==> src/rtl/rr_decode_arbiter.sv <==
// rr_decode_arbiter
// -----------------------------------------------------------------------------
// Four-requester round-robin arbiter for a shared resource that is selected
// through a 2-to-4 decoder. The registered owner index and grant-valid drive
// the decoder's I and En inputs directly. A matching one-hot grant goes back
// to the requesters.
//
// An owner keeps the grant until it drops its request. Re-arbitration only
// happens in IDLE, so there is always one idle bubble between two owners.
// The requester that received the most recent grant has the lowest priority
// in the next arbitration.
//
// Optional feature (compile-time macro GRANT_TIMEOUT_EN):
//   When defined, a hold counter limits one owner to TIMEOUT_CYC consecutive
//   grant cycles. A forced release pulses 'timeout' for one cycle.
//   When undefined, there is no counter, 'timeout' is always 0, and grants
//   are held indefinitely.
//
// Parameters:
//   TIMEOUT_CYC  maximum consecutive grant cycles per owner (2..255)
//   CNT_W        hold counter width, 2**CNT_W > TIMEOUT_CYC
//
// Ports:
//   clk      rising-edge clock
//   rst      asynchronous, active-high reset
//   req      [3:0] request per requester, held for the whole resource use
//   gnt_idx  [1:0] encoded owner index (decoder I input)
//   gnt_vld  grant active (decoder En input)
//   gnt      [3:0] one-hot grant, zero when no grant is active
//   timeout  one-cycle pulse on forced release
// -----------------------------------------------------------------------------
module rr_decode_arbiter #(
  parameter int unsigned TIMEOUT_CYC = 16,
  parameter int unsigned CNT_W       = 8
) (
  input  logic       clk,
  input  logic       rst,
  input  logic [3:0] req,
  output logic [1:0] gnt_idx,
  output logic       gnt_vld,
  output logic [3:0] gnt,
  output logic       timeout
);

  typedef enum logic {
    IDLE  = 1'b0,
    GRANT = 1'b1
  } state_t;

  state_t     state_q, state_d;
  logic [1:0] last_idx_q, last_idx_d;
  logic [1:0] gnt_idx_q, gnt_idx_d;
  logic       gnt_vld_q, gnt_vld_d;
  logic [3:0] gnt_q, gnt_d;
  logic       timeout_q, timeout_d;

  logic [1:0] winner;
  logic       win_found;
  logic [1:0] cand;

`ifdef GRANT_TIMEOUT_EN
  localparam logic [CNT_W-1:0] HOLD_LAST = CNT_W'(TIMEOUT_CYC - 1);

  logic [CNT_W-1:0] cnt_q, cnt_d;
`endif

  // Reject parameter combinations that would let the hold counter wrap
  // before reaching its limit, or that make the limit meaningless.
  if (TIMEOUT_CYC < 2 || TIMEOUT_CYC > 255 || (64'd1 << CNT_W) <= 64'(TIMEOUT_CYC)) begin : g_param_check
    $error("rr_decode_arbiter: illegal TIMEOUT_CYC/CNT_W combination");
  end

  // Round-robin pick. Scan last_idx+1 .. last_idx+4 (mod 4). The 2-bit add
  // wraps naturally. The +4 step lands on last_idx itself, so the previous
  // owner is considered last.
  always_comb begin
    winner    = last_idx_q;
    win_found = 1'b0;
    cand      = 2'b00;
    for (int k = 1; k <= 4; k++) begin
      cand = last_idx_q + 2'(k);
      if (!win_found && req[cand]) begin
        winner    = cand;
        win_found = 1'b1;
      end
    end
  end

  // Next-state and next-output logic. Everything holds by default.
  // In IDLE, issue a grant to the winner.
  // In GRANT, release when the owner drops its request, or, when the
  // timeout feature is built in, when the owner has used up its hold budget.
  // gnt_idx and last_idx are left alone on release. The decoder index then
  // stays stable, and the evicted or releasing owner stays lowest priority.
  always_comb begin
    state_d    = state_q;
    last_idx_d = last_idx_q;
    gnt_idx_d  = gnt_idx_q;
    gnt_vld_d  = gnt_vld_q;
    gnt_d      = gnt_q;
    timeout_d  = 1'b0;
`ifdef GRANT_TIMEOUT_EN
    cnt_d      = cnt_q;
`endif
    case (state_q)
      IDLE: begin
        if (win_found) begin
          state_d    = GRANT;
          last_idx_d = winner;
          gnt_idx_d  = winner;
          gnt_vld_d  = 1'b1;
          gnt_d      = 4'b0001 << winner;
`ifdef GRANT_TIMEOUT_EN
          cnt_d      = '0;
`endif
        end
      end
      GRANT: begin
        if (!req[gnt_idx_q]) begin
          state_d   = IDLE;
          gnt_vld_d = 1'b0;
          gnt_d     = 4'b0000;
`ifdef GRANT_TIMEOUT_EN
        end else if (cnt_q == HOLD_LAST) begin
          state_d   = IDLE;
          gnt_vld_d = 1'b0;
          gnt_d     = 4'b0000;
          timeout_d = 1'b1;
        end else begin
          cnt_d     = cnt_q + 1'b1;
`endif
        end
      end
      default: begin
        state_d   = IDLE;
        gnt_vld_d = 1'b0;
        gnt_d     = 4'b0000;
      end
    endcase
  end

  // State and output registers. last_idx resets to 3 so that requester 0
  // has first priority after reset.
  always_ff @(posedge clk or posedge rst) begin
    if (rst) begin
      state_q    <= IDLE;
      last_idx_q <= 2'b11;
      gnt_idx_q  <= 2'b00;
      gnt_vld_q  <= 1'b0;
      gnt_q      <= 4'b0000;
      timeout_q  <= 1'b0;
    end else begin
      state_q    <= state_d;
      last_idx_q <= last_idx_d;
      gnt_idx_q  <= gnt_idx_d;
      gnt_vld_q  <= gnt_vld_d;
      gnt_q      <= gnt_d;
      timeout_q  <= timeout_d;
    end
  end

`ifdef GRANT_TIMEOUT_EN
  // The hold counter is cleared when a grant is issued and advances once
  // per grant cycle. It reaches TIMEOUT_CYC-1 in the owner's last allowed
  // cycle.
  always_ff @(posedge clk or posedge rst) begin
    if (rst) begin
      cnt_q <= '0;
    end else begin
      cnt_q <= cnt_d;
    end
  end
`endif

  assign gnt_idx = gnt_idx_q;
  assign gnt_vld = gnt_vld_q;
  assign gnt     = gnt_q;
  assign timeout = timeout_q;

endmodule

==> config.mk <==
export PLATFORM = sky130hd
export DESIGN_NAME = rr_decode_arbiter
export DESIGN_NICKNAME = d
export VERILOG_FILES = /design/src/rtl/rr_decode_arbiter.sv
export SDC_FILE = /design/constraint.sdc
export NUM_CORES = 1
export LEC_CHECK = 0
export BUFFER_PORTS_ARGS = -buffer_cell sky130_fd_sc_hd__buf_4
export CAP_MARGIN = 20
export CORE_AREA = 2 2 39 41
export CTS_BUF_LIST = sky130_fd_sc_hd__clkbuf_16
export CTS_CLUSTER_SIZE = 8
export DETAILED_ROUTE_END_ITERATION = 8
export DIE_AREA = 0 0 41 43
export PLACE_DENSITY = 0.67
export SETUP_SLACK_MARGIN = 0.3
export SYNTH_ARGS = -nofsm -noshare
export SYNTH_HDL_FRONTEND = slang
export SYNTH_SLANG_ARGS = --single-unit
==> constraint.sdc <==
create_clock -name clk -period 1.6 [get_ports clk]
set_input_delay 0.48 -clock clk [delete_from_list [all_inputs] [get_ports clk]]
set_output_delay 0.48 -clock clk [all_outputs]
set_load 0.02 [all_outputs]
Word-level counts from Yosys, hierarchy flattened
Index checks and enable logic that the tools add are counted.

operators by class
  add/sub/neg operators = 3
  $lt $le $gt $ge = 5
  eq/ne operators = 2
  shift-type cells = 1
  multiplexer cells = 27
  bitwise gates (word level) = 1
  reductions and logical operators = 8

operators by type and width
  operator                                                                       number
  2-bit by 3-bit less-than comparator with 1-bit output (second input constant)  5
  1-bit two-way mux                                                              13
  1-bit binary-select mux with 2-bit select                                      5
  2-bit two-way mux                                                              4
  4-bit two-way mux                                                              2
  4-bit case mux with 2 select lines                                             1
  2-bit adder (second input constant)                                            2
  2-bit != test (second input constant)                                          2
  1-bit case mux with 2 select lines                                             2
  2-bit AND reduction                                                            2
  1-bit by 2-bit left shift with 4-bit output (first input constant)             1
  1-bit logical AND                                                              3
  1-bit logical NOT                                                              3
  2-bit by 1-bit adder with 2-bit output (second input constant)                 1
  1-bit inverter                                                                 1

storage, ports and cells
  flip-flop bits (word level) = 10
  bits of input ports = 6
  output and inout port bits = 8
  logic and storage cells = 52

Depth between registers and ports, before layout
Gate-level depths: netlist (run 1).

  depth in word-level cells = 16
  gate-level depth with buffers = 4
  gate-level depth less buffers = 4

Worst setup path after synthesis (run 1)
No wires, ideal clock.

  kind = register to register
  start point = reg gnt_idx_q[0], in the netlist gnt_idx[0]
  end point = reg gnt_q[1], in the netlist gnt[1]
  library setup time = 122 ps
  arrival time = 1,489 ps
  data required time = 1,478 ps
  slack = -10 ps
  stages on the path, launching flop included = 4
  path buffers = 0
  period minus slack after synthesis = 1,610 ps
  cells stage by stage = dfrtp_1 mux4_2 mux2_4 a32o_1

on the way
  word-level cells in the longest chain between the ends = 4

ends and longest elaborated chain
  item                                       RTL line  text
  start: declaration                         52        logic [1:0] gnt_idx_q, gnt_idx_d;
  start signal: assignment                   155       gnt_idx_q <= gnt_idx_d;
  1-bit binary-select mux with 2-bit select  119       if (!req[gnt_idx_q]) begin
  1-bit two-way mux (not written as such)    119
  2-bit != test (no line)                    n/a
  2-bit AND reduction (no line)              n/a
  end signal: assignment                     157       gnt_q <= gnt_d;
  end: declaration                           54        logic [3:0] gnt_q, gnt_d;

No other way between the ends. The select of a mux whose other input is x is not followed.
A chain may end at the register's enable or synchronous reset.

Worst setup path after layout (run 1)
  start point = reg gnt_idx_q[0], in the netlist gnt_idx[0]
  end point = reg gnt_q[3], in the netlist gnt[3]

The elaborated chain is that of the path after synthesis.

==> metrics.md, run 1 <==
| Metric | Value |
|---|---|
| Starting Density | 35.9% |
| Endpoint class of the critical path | register |
| Final std cells w/o fill | 89 |
| Min-Delay Path Class | input port to asynchronous set/reset pin |
| Post-Syn Area | slightly below 500 sq um |
| GR Util All Layers | 16.4% |
| Clock Pin Slew Worst Setup and Hold Paths | approximately 0.040 ns |
| Post-synth EDFFs | 0 |
| F_max | 0.669 GHz |
| Inst Count DP | 81 |
| Worst EP arrival | 1.61 ns |
| Die ar. | 0.00176 sq mm |
| Pwr Total | 1740 uW |
| Fill count | 129 |
| Floorplan Core Area | between 0.001 and 0.0015 sq mm |
| Root Buffer | clkbuf_16 |
| Most frequent cells in the layout | 18 x buf_4, 7 x dfrtp_1, 5 x nor2_1 |
| Fin. Hold Viols | 0 |
| Final period util | ~93% |
| Drt total wl | roughly 1.1 mm |
| Syn. warnings | 0 |
| Drt pass-1 iters | 2 |
| Crit Path Category | register to register |
| ANT nets after route | 0 |
| Sinks on Clock Net | 10 |
| Setup TNS | 0 ns |
| Cell variety after synth | 23 |
| Worst Setup Start Kind | register |
| Initial DRC Count | 8 |
| I/O pins | 14 |
| Tmin final | 1.49 ns |
| Final setup violating endpoints | 0 |
| Cell count after synthesis | 48 |
| Fin nets | 80 |
| Most common cell after layout, fill and taps aside | buf_4 |
| Dpl ws | -0.0979 ns |
| GRT overflow | 0 |
| Vias | 462 |
| Via density | 5.19 |
| Multi-input gate area | 248 sq um |
| Max cap viols | 0 |
| Drt drc | 0 |
| H-tree lvl count | 1 |
| Layout cells sized above 1 | between 40% and 50% |
| Clock skew | approximately 0.002 ns |
| Clk Latency, worst-skew pair | about 0.24 ns |
| Status | completed |
| First-pass GRT wire length | 1.94 mm |
| Sequential share of the synthesized area | 50.9% |
| Worst path required time | 1.72 ns |
| Final worst setup slack | about 0.11 ns |
| VDD IR max | 0.000940 V |
| GPL Wtd Cong | 0.748 |
| Wire per inst | approximately 13 um |
| Area grow syn2layout | 58.7% |
| HPWL after DPL | between 700 and 800 um |
| CTS tree | yes |
| Initial antenna violation count | 0 |
| Slew Limit Fails | 0 |
| Total CTS buffers | 3 |
| Pin count of the biggest net entering global routing | 11 |
| Ant. Diodes | 0 |
| Reg area | 254 sq um |
| Avg Inst Size Synth | 10.3 sq um |
| Die Y | about 43 um |
| Syn nets | 54 |
| Flops & latches, synth | 10 |
| DIE WIDTH | between 40 and 50 um |
| Vias in the first global route | 451 |
| Leak pwr | ~0.00037 uW |
| # rows | 14 |
| Maximum fanout along the worst path | 4 |
| RSZ-0062 raised after global routing | true |
| Power Dens Cells | 2200 mW/mm^2 |
| Most common flop cell mapped by yosys | dfrtp_1 |
| Port bufs | 12 |
| Clock buffer depth | 2 |
| Async SR Flop Fraction | 100% |
-- repair_timing --
action	4_1_cts	5_1_grt
resized for setup	4	6
hold buffers	0	0
buffers inserted	4	0
setup endpoints to repair	9	11
pin swaps	3	3
hold endpoints to repair	0	0
-- Yosys cell counts, types with 2 or more instances --
master	n	area (sq um)
a21oi_1	2	10.0
a32o_1	2	20.0
dfrtp_1	8	200
dfstp_2	2	52.6
inv_1	2	7.51
nand2_1	3	11.3
nor2_1	5	18.8
nor2b_1	3	18.8
o21a_1	2	15.0
o21ai_0	6	30.0
-- state kept, by name (all words and copies together), names as in the netlist --
name,cells
gnt,4
gnt_idx,2
gnt_vld,1
last_idx_q,2
state_q,1
-- cell type report --
| class | instances | area share (%) |
|---|---|---|
| Multi-Input combinational cell | 35 | 31.4 |
| Tap cell | 16 | 2.54 |
| Clock inverter | 1 | 0.476 |
| Inverter | 2 | 0.952 |
| Timing Repair Buffer | 22 | 22.9 |
| Clock buffer | 3 | 9.52 |
| Sequential cell | 10 | 32.2 |
-- per-stage QoR --
step	utilization, %	hold WS [ns]	instance area (sq um)
3_5_place_dp	47.1	0.489	652
6_report	57.0	0.226	788
3_3_place_gp	47.1	0.476	652
2_1_floorplan	-	0.319	504
4_1_cts	55.2	0.244	764
5_1_grt	57.0	0.263	788
-- critical path, cell delays in order (launching register included) --
cell and delay, ns:
dfrtp_2 0.36, mux4_2 0.52, mux2_4 0.29, a32o_1 0.21
-- power breakdown --
| part | switching (uW) | internal, uW |
|---|---|---|
| Sequential | 106 | 394 |
| Combinational | 371 | 423 |
| Clock | 116 | 327 |
-- layer usage --
| metal | global-route usage, % | wire length (um) |
|---|---|---|
| met1 | 21.9 | 491 |
| met2 | 23.4 | 544 |
| met4 | 8.00 | 22 |
| met5 | 0 | 0 |
| met3 | 4.71 | 75 |
-- logic make-up after synthesis --
logic type             count (synthesis)  synth area share [%]
multiplexers                           2                  7.56
buffers and inverters                  3                  3.02
other                                  1                 0.755
flip-flops                            10                  50.9
AO/OA/AOI/OAI                         16                  21.7
AND/OR/NAND/NOR                       16                  16.1
-- final timing paths --
kind,endpoint,from,slack [ns],cells after the start
min reg2reg,gnt[0],gnt[0],0.50,2
max,gnt[3],gnt_idx[0],0.11,3
max reg2reg,gnt[3],gnt_idx[0],0.11,3
min,gnt[2],rst,0.23,2
min in group clk,gnt[0],gnt[0],0.50,2
max in group asynchronous,last_idx_q[1],rst,1.06,2
No activity file was read; power rests on OpenSTA's default activity.
==> run 2: changes to the inputs <==
--- a/config.mk
+++ b/config.mk
@@ -12,6 +12,7 @@
 export CTS_CLUSTER_SIZE = 8
 export DETAILED_ROUTE_END_ITERATION = 8
 export DIE_AREA = 0 0 41 43
+export GPL_TIMING_DRIVEN = 0
 export PLACE_DENSITY = 0.67
 export SETUP_SLACK_MARGIN = 0.3
 export SYNTH_ARGS = -nofsm -noshare
==> run 2 against run 1 <==
Effect of this change:
- utilization decreased by 3.8 points
- wire length decreased by 3.9%
- maximum frequency decreased by 0.25%
- combinational power decreased by 9.9%
- clock skew decreased by 0.0011 ns
- cell area decreased by 6.7%
- via count decreased by 8.9%
- first-iteration DRC count decreased by 63%
- non-clock buffer count decreased by 6
- total power decreased by 5.6%
- register-to-register slack about the same
- critical endpoint is now gnt[1]
==> metrics.md, run 2 (same netlist as run 1, synthesis figures left out) <==
| Metric | Value |
|---|---|
| Status | completed |
| Worst path required time | 1.72 ns (about the same) |
| Port bufs | 12 (unchanged) |
| Reg2Reg Depth | 3 (unchanged) |
| # rows | 14 (unchanged) |
| Final period util | 93.6% (+0.24 points) |
| Floorplan Core Area | 0.00138 sq mm (unchanged) |
| Endpoint class of the critical path | register |
| Starting Density | 35.9% (unchanged) |
| Most common cell after layout, fill and taps aside | buf_4 |
| CTS tree | yes |
| Maximum fanout along the worst path | 4 (unchanged) |
| Clock skew | 0.000873 ns (-0.00115 ns) |
| Worst EP arrival | 1.62 ns (about the same) |
| Ant. Diodes | 0 (unchanged) |
| Layout cells sized above 1 | 43.3% (-6.0 points) |
| ANT nets after route | 0 (unchanged) |
| Sinks on Clock Net | 10 (unchanged) |
| Root Buffer | clkbuf_16 |
| First-pass GRT wire length | 1.81 mm (-6.8%) |
| Die ar. | 0.00176 sq mm (unchanged) |
| Wire per inst | 13.1 um (+3.1%) |
| GPL Wtd Cong | 0.731 (-2.3%) |
| DIE WIDTH | 41 um (unchanged) |
| Crit Path Category | register to register |
| Inst Count DP | 76 (-6.2%) |
| Slew Limit Fails | 0 (unchanged) |
| Power Dens Cells | 2230 mW/mm^2 (+1.2%) |
| Final hold slack | 0.226 ns (-0.000613 ns) |
| Logic pwr share | 43.6% (-2.1 points) |
| VDD IR max | 0.000946 V (+0.59%) |
| GR Util All Layers | 15.9% (-0.56 points) |
| Worst Setup Start Kind | register |
| Total CTS buffers | 3 (unchanged) |
| Fill count | 134 (+3.9%) |
| Sw Share | 34.4% (+0.27 points) |
| Clock power frac | 26.7% (+1.2 points) |
| P_sw | 563 uW (-4.8%) |
| Leak pwr | 0.000338 uW (-9.1%) |
| Final setup violating endpoints | 0 (unchanged) |
| Initial DRC Count | 3 (-5) |
| Final std cells w/o fill | 83 (-6.7%) |
| GRT overflow | 0 (unchanged) |
| Fin nets | 74 (-7.5%) |
| Sequential power share | 29.7% (+0.9 points) |
| Pint | 1080 uW (-6.0%) |
| RSZ-0062 raised after global routing | true |
| Vias in the first global route | 415 (-8.0%) |
| Clock buffer depth | 2 (unchanged) |
| Share of the core filled with cells | 53.2% (-3.8 points) |
| Max cap viols | 0 (unchanged) |
| Fin. Hold Viols | 0 (unchanged) |
| Via density | 5.07 (-2.3%) |
| Drt drc | 0 (unchanged) |
| I/O pins | 14 (unchanged) |
| Max reg flops | 4 (unchanged) |
| Most frequent cells in the layout | 15 x buf_4, 7 x dfrtp_1, 5 x o21ai_1, 5 x nor2_1 |
| Area grow syn2layout | 48.1% |
| Tmin final | 1.50 ns (+0.00381 ns) |
| Hold-fix buffers, CTS | 0 (unchanged) |
| H-tree lvl count | 1 (unchanged) |
| Pin count of the biggest net entering global routing | 11 (unchanged) |
| Clock Pin Slew Worst Setup and Hold Paths | 0.04 ns (about the same) |
| Vias | 421 (-8.9%) |
| Clk Latency, worst-skew pair | 0.23 ns (about the same) |
| Drt pass-1 iters | 4 (+2) |
| Min-Delay Path Class | input port to asynchronous set/reset pin |
| Drt total wl | 1.09 mm (-3.9%) |
| Die Y | 43 um (unchanged) |
| Initial antenna violation count | 0 (unchanged) |
| F_max | 0.668 GHz (-0.25%) |
[run 2: changes by cell type in the layout (fill, tap and decap cells not counted), moves of 2 or more]
cell,before,now
buf_6,4,1
buf_4,18,15
o21ai_2,2,0
a21oi_2,0,2
a21oi_1,2,0
o21ai_1,3,5
[run 2: worst paths after layout]
kind	startpoint	to	slack, ns
setup / recovery	gnt_idx[0]	gnt[1]	0.10
hold / removal	rst	gnt_vld	0.23
setup reg to reg	gnt_idx[0]	gnt[1]	0.10
hold reg to reg	gnt[2]	gnt[2]	0.49
max in group asynchronous	rst	last_idx_q[1]	1.06
min in group clk	gnt[2]	gnt[2]	0.49
[run 2: cell type report]
class	instances	area [sq um]	share of cell area [%]
clock inverter	1	3.75	0.510
buffer	1	7.51	1.02
clock buffer	3	75.1	10.2
timing repair buffer	15	116	15.8
inverter	2	7.51	1.02
tap	16	20.0	2.72
sequential	10	254	34.5
multi-input combinational	35	251	34.2
[run 2: through the flow]
step	power, uW	TNS (ns)	instance area [sq um]	setup WS (ns)
floorplan	896	0	504	0.0558
global placement	1090	-0.357	614	-0.125
detailed placement	1110	-0.386	614	-0.134
CTS	1610	0	716	0.0998
global route	1760	0	736	0.0405
finish	1640	0	736	0.102
[run 2: critical path: stages, from the launching register on]
cell,delay (ns)
dfrtp_2,0.37
mux4_2,0.52
mux2_4,0.30
a32o_1,0.20
[run 2: power groups by stage]
| stage | sequential, uW | clock (uW) | combinational [uW] |
|---|---|---|---|
| final | 487 | 438 | 715 |
| after global routing | 511 | 457 | 789 |
| after CTS | 488 | 444 | 673 |
| after detailed placement | 496 | 0 | 609 |
| after global placement | 490 | 0 | 597 |
| after floorplan | 572 | 0 | 324 |
[run 2: what timing repair did]
item	CTS	global route
pin swaps	2	4
endpoints found under the setup margin	6	11
gates resized for setup	0	7
setup buffers	3	0
[run 2: metal layers]
metal	share of wire, %	track usage (%)	vias to the layer above	wire length, um
li1	-	-	212	-
met1	44	19.5	189	479
met4	3.1	12.0	0	34
met5	0	0	-	0
met2	47	22.2	15	512
met3	5.8	4.71	5	63
